## src/rtl/mips32_pkg.sv

```systemverilog
// Shared types and default widths for the MIPS32 memory arbiter slice.
package mips32_pkg;

  localparam int ADDR_W_DEF       = 10;
  localparam int DATA_W_DEF       = 32;
  localparam int STARVE_LIMIT_DEF = 4;
  localparam int CONFLICT_W       = 16;

  // Arbiter state: the grant states double as the registered grant pulse.
  typedef enum logic [1:0] {
    ST_IDLE   = 2'd0,
    ST_GNT_IF = 2'd1,
    ST_GNT_DM = 2'd2,
    ST_HALT   = 2'd3
  } arb_state_t;

  // Which requester drives the memory command for a grant.
  typedef enum logic {
    PORT_IF = 1'b0,
    PORT_DM = 1'b1
  } port_sel_t;

endpackage

```

## src/rtl/mips32_starve_ctr.sv

```systemverilog
// Saturating count of consecutive cycles the fetch port waited without a grant.
module mips32_starve_ctr
  import mips32_pkg::*;
#(
  parameter int STARVE_LIMIT = STARVE_LIMIT_DEF
) (
  input  logic clk1,
  input  logic rst_n,
  input  logic if_req,
  input  logic if_win,
  output logic at_limit
);

  localparam int CNT_W = (STARVE_LIMIT < 1) ? 1 : $clog2(STARVE_LIMIT + 1);
  localparam logic [CNT_W-1:0] LIMIT = CNT_W'(STARVE_LIMIT);

  logic [CNT_W-1:0] starve_cnt;

  // Count waiting cycles; clear when fetch wins or stops requesting; stop at the limit.
  always_ff @(posedge clk1) begin
    // NOTE: sequential state uses non-blocking assignments so every register
    // updates from pre-edge values regardless of statement order.
    if (!rst_n) begin
      starve_cnt <= '0;
    end else if (!if_req || if_win) begin
      starve_cnt <= '0;
    end else if (starve_cnt != LIMIT) begin
      starve_cnt <= starve_cnt + CNT_W'(1);
    end
  end

  assign at_limit = (starve_cnt == LIMIT);

endmodule

```

## src/rtl/mips32_mem_arbiter.sv

```systemverilog
// Two-port (fetch / data) arbiter in front of a single-port, 1-cycle-latency memory.
// Requests sampled at edge N, grant + memory command in cycle N+1, valid + data in N+2.
module mips32_mem_arbiter
  import mips32_pkg::*;
#(
  parameter int ADDR_W       = ADDR_W_DEF,
  parameter int DATA_W       = DATA_W_DEF,
  parameter int STARVE_LIMIT = STARVE_LIMIT_DEF
) (
  input  logic                  clk1,
  input  logic                  rst_n,
  input  logic                  if_req,
  input  logic [ADDR_W-1:0]     if_addr,
  output logic                  if_gnt,
  output logic                  if_valid,
  output logic [DATA_W-1:0]     if_rdata,
  input  logic                  dm_req,
  input  logic                  dm_we,
  input  logic [ADDR_W-1:0]     dm_addr,
  input  logic [DATA_W-1:0]     dm_wdata,
  output logic                  dm_gnt,
  output logic                  dm_valid,
  output logic [DATA_W-1:0]     dm_rdata,
  output logic                  mem_en,
  output logic                  mem_we,
  output logic [ADDR_W-1:0]     mem_addr,
  output logic [DATA_W-1:0]     mem_wdata,
  input  logic [DATA_W-1:0]     mem_rdata,
  input  logic                  halt_i,
  output logic [CONFLICT_W-1:0] conflict_cnt
);

  arb_state_t          state, next_state;
  port_sel_t           grant_sel;
  logic                grant_en;
  logic                if_win;
  logic                starve_at_limit;
  logic [DATA_W-1:0]   if_rdata_hold, dm_rdata_hold;

  mips32_starve_ctr #(
    .STARVE_LIMIT (STARVE_LIMIT)
  ) u_starve_ctr (
    .clk1     (clk1),
    .rst_n    (rst_n),
    .if_req   (if_req),
    .if_win   (if_win),
    .at_limit (starve_at_limit)
  );

  // Next state: halt blocks grants; data port wins ties unless fetch has starved.
  // Leaving HALT arbitrates immediately so grants resume the cycle after halt_i drops.
  always_comb begin
    // NOTE: every output of this block gets a default first, so no path can
    // leave a signal unassigned and infer a latch.
    next_state = ST_IDLE;
    grant_sel  = PORT_DM;
    grant_en   = 1'b0;
    if (halt_i) begin
      next_state = ST_HALT;
    end else if (if_req && (!dm_req || starve_at_limit)) begin
      next_state = ST_GNT_IF;
      grant_sel  = PORT_IF;
      grant_en   = 1'b1;
    end else if (dm_req) begin
      next_state = ST_GNT_DM;
      grant_en   = 1'b1;
    end
  end

  assign if_win = (next_state == ST_GNT_IF);

  // State register; the grant states are the registered grant pulses.
  always_ff @(posedge clk1) begin
    if (!rst_n) state <= ST_IDLE;
    else        state <= next_state;
  end

  assign if_gnt = (state == ST_GNT_IF);
  assign dm_gnt = (state == ST_GNT_DM);
  assign mem_en = if_gnt | dm_gnt;

  // Register the winning port's memory command alongside its grant.
  always_ff @(posedge clk1) begin
    if (!rst_n) begin
      mem_we    <= 1'b0;
      mem_addr  <= '0;
      mem_wdata <= '0;
    end else begin
      mem_we <= 1'b0;
      if (grant_en) begin
        case (grant_sel)
          PORT_IF: mem_addr <= if_addr;
          PORT_DM: begin
            mem_addr  <= dm_addr;
            mem_wdata <= dm_wdata;
            mem_we    <= dm_we;
          end
          default: mem_we <= 1'b0;
        endcase
      end
    end
  end

  // Valid pulses one cycle after the grant; remember read data for the hold behaviour.
  always_ff @(posedge clk1) begin
    // NOTE: the hold registers are reset so read-data outputs are 0 out of reset
    // and a reset mid-access cancels the pending valid pulse.
    if (!rst_n) begin
      if_valid      <= 1'b0;
      dm_valid      <= 1'b0;
      if_rdata_hold <= '0;
      dm_rdata_hold <= '0;
    end else begin
      if_valid <= if_gnt;
      dm_valid <= dm_gnt;
      if (if_valid) if_rdata_hold <= mem_rdata;
      if (dm_valid) dm_rdata_hold <= mem_rdata;
    end
  end

  assign if_rdata = if_valid ? mem_rdata : if_rdata_hold;
  assign dm_rdata = dm_valid ? mem_rdata : dm_rdata_hold;

  // Saturating count of cycles where both ports request outside HALT.
  always_ff @(posedge clk1) begin
    if (!rst_n) begin
      conflict_cnt <= '0;
    end else if (if_req && dm_req && (state != ST_HALT) &&
                 (conflict_cnt != {CONFLICT_W{1'b1}})) begin
      conflict_cnt <= conflict_cnt + CONFLICT_W'(1);
    end
  end

endmodule
```

## config.mk

```make
export PLATFORM = sky130hd
export DESIGN_NAME = mips32_mem_arbiter
export DESIGN_NICKNAME = d
export VERILOG_FILES = /design/src/rtl/mips32_pkg.sv /design/src/rtl/mips32_starve_ctr.sv /design/src/rtl/mips32_mem_arbiter.sv
export SDC_FILE = /design/constraint.sdc
export NUM_CORES = 1
export LEC_CHECK = 0
export BUFFER_PORTS_ARGS = -buffer_cell sky130_fd_sc_hd__buf_2
export CAP_MARGIN = 20
export CORE_UTILIZATION = 51
export DETAILED_ROUTE_END_ITERATION = 6
export PLACE_DENSITY = 0.81
export SLEW_MARGIN = 20
export SYNTH_ARGS = -nofsm -noshare
export SYNTH_HDL_FRONTEND = slang
export SYNTH_SLANG_ARGS = --single-unit
```

## constraint.sdc

```tcl
create_clock -name clk1 -period 5.2 [get_ports clk1]
set_clock_uncertainty 0.2 [all_clocks]
set_input_delay 0.78 -clock clk1 [delete_from_list [all_inputs] [get_ports clk1]]
set_output_delay 0.78 -clock clk1 [all_outputs]
set_load 0.02 [all_outputs]
```

==> results_dict.tcl <==
set metrics [dict create \
    crit_path_end_kind "output pin" \
    drtAntennaViolNets 0 \
    syn_nets 634 \
    hold_viol 0 \
    antenna_found_initial 0 \
    nets 839 \
    p_per_area_nw_per_um2 364 \
    fp.dieH_um 103 \
    ys_warn_count 0 \
    grt_pass1_wl_um 19000 \
    slew_violations 0 \
    gp_congestion 0.756 \
    yosysSeqAreaShare 0.504 \
    hpwl_um 8630 \
    drive_above_1_share 0.421 \
    grt.overflow.total 0 \
    cts.clk_slew.worst_paths_ps 60 \
    vias 4537 \
    dieArea_um2 10500 \
    syn_area_um2 5160 \
    cts_inserted_buffers 17 \
    cts_setup_buffers 0 \
    path_max_fanout 33 \
    rsz0062_at_grt "false" \
    slowest_delay_ps 410 \
    ys_ff_latch 130 \
    io_pins 218 \
    fp.coreArea_um2 9770 \
    synth_top_area_frac 0.504 \
    yosys_most_used_dff "dfxtp_1" \
    finalCritPeriodShare 0.534 \
    routedWlPerCell_um 13.8 \
    vdd_drop_max_uv 249 \
    min_path_type "flop to flop" \
    final.setup.tns_ps 0 \
    ys_async_sr_fraction 0 \
    num_antenna_cells 0 \
    die_w_um 103 \
    remaining_drc_errors 0 \
    clock_path_buffers 2 \
    cts_root_buffer "clkbuf_8" \
    synth_edf_count 0 \
    clock_sinks 130 \
    path_delay_family "buffers and inverters" \
    fmax_mhz 360 \
    num_rows 36 \
    cts_tree "built" \
    area_growth_pct 34.1 \
    cp-start-kind "flop" \
    synth_area_leaders "dfxtp_1 (50%), mux2_2 (14%), and2_1 (8.1%), nand2_1 (7.2%), a21oi_1 (4.1%)" \
    path_cells "buf_4 -> mux2_2 -> buf_2" \
    port_buffers 217 \
    worstSkewPairLatency_ps 510 \
    p_leak_uw 0.00333 \
    initial_core_util 0.528 \
    period_needed_ps 2780 \
    grt_usage 0.234 \
    status "completed" \
    htree_levels 4 \
    multi_input_area_um2 2390 \
    drt_iter0_markers 181 \
    ys_types 42 \
    grt_max_degree 79 \
    synthTopCellsByCount "dfxtp_1 (130), nand2_1 (99), and2_1 (67), mux2_2 (64), a21oi_1 (42)" \
    vias_per_cell 5.10 \
    syn_area_per_cell_um2 9.60 \
    worst_pin_slew_ps 1050 \
    worstPathRequired_ps 4220 \
    regArea_um2 2600 \
    slowest_stage "mux2_2" \
    crit_type "flop to output pin" \
    relSlewSlack 0.299 \
    n_fill_cell 773 \
    pre_cts_slack_ps 2260 \
    max-cap-violations 0 \
    dr.pass1.iters 4 \
    grt_pass1_vias 4235 \
    cts_resized 0 \
    drt-total-wl_um 12300 \
    cp.arrival_ps 1800 \
    syn_inst 538 \
    timing.final.ws_setup_ps 2420 \
    synth.most_common_cell "dfxtp_1" \
    worst-path-buf-inv 2 \
    synth_top_area_cell "dfxtp_1" \
    cts_hold_buf 0 \
    finalSetupViolations 0 \
]
-- sequential cells by signal, indices dropped and copies added (netlist names) --
register                 count
mem_wdata                   32
conflict_cnt                16
state                        2
u_starve_ctr.starve_cnt      3
if_valid                     1
dm_valid                     1
mem_we                       1
mem_addr                    10
if_rdata_hold               32
dm_rdata_hold               32
-- cell usage in the layout, fill, tap and decap left out, types with 6 or more instances in the layout --
master | synthesis | routed
mux2_2 | 64 | 64
and2_1 | 67 | 67
clkbuf_16 | 0 | 16
ha_1 | 6 | 6
nor2_1 | 8 | 8
dfxtp_1 | 130 | 130
buf_2 | 1 | 217
inv_1 | 11 | 11
a21oi_1 | 42 | 42
nor3_1 | 6 | 6
o221ai_1 | 10 | 10
nand2_1 | 99 | 99
-- metal layers --
layer	vias up	wire length, µm	global-route usage
met1	2093	4900	0.251
li1	2239	-	-
met5	-	0	0
met4	0	175	0.100
met3	14	1030	0.0875
met2	191	6170	0.411
-- through the flow --
| step | area, µm² | instances | total power, µW | hold WS, ps | util |
|---|---|---|---|---|---|
| final | 6920 | 889 | 2520 | 243 | 0.708 |
| after detailed placement | 6320 | 857 | 1340 | 235 | 0.646 |
| after floorplan | 5160 | 538 | 1240 | 273 | - |
| after global placement | 6310 | 857 | 1330 | 230 | 0.646 |
| after global routing | 6920 | 889 | 2610 | 264 | 0.708 |
| after CTS | 6920 | 889 | 2540 | 243 | 0.708 |
-- worst reg2reg max path: cells and delay by family, from the launching register on --
family	cells	cell delay [ps]
buffers and inverters	1	60
DFF	1	370
AOI/OAI and AO/OA	1	180
adders and majority gates	1	230
and+or+nand+nor	3	1190
-- power by group --
| part | switching, µW | internal (µW) | total, µW |
|---|---|---|---|
| clock network | 409 | 788 | 1200 |
| registers | 14.8 | 1030 | 1050 |
| logic | 162 | 111 | 273 |
-- area by class of cell --
type | instances | share of cell area
multi-input cells | 361 | 0.345
flip-flops and latches | 130 | 0.376
clock inverters | 10 | 0.0228
clock buffers | 22 | 0.0640
repair buffers | 221 | 0.161
well taps | 133 | 0.0240
inverters | 12 | 0.00651
-- cells by family (layout without fill, tap and decap cells) --
group	count (synthesis)	count (layout)	synth area share
and+or+nand+nor	217	217	0.216
DFF	130	130	0.504
AOI/OAI and AO/OA	69	69	0.0814
muxes	68	68	0.147
buffers and inverters	47	265	0.0347
adders and majority gates	6	6	0.0145
xor gates and xnor gates	1	1	0.00170
-- worst paths after layout --
kind	cells past startpoint	slack (ps)	to	start
hold reg to reg	2	240	mem_addr[6]	mem_addr[6]
setup reg to reg	6	2890	mem_wdata[7]	u_starve_ctr.starve_cnt[0]
setup / recovery	3	2420	if_rdata[0]	if_valid
hold / removal	2	240	mem_addr[6]	mem_addr[6]
(Power assumes the default switching activity.)
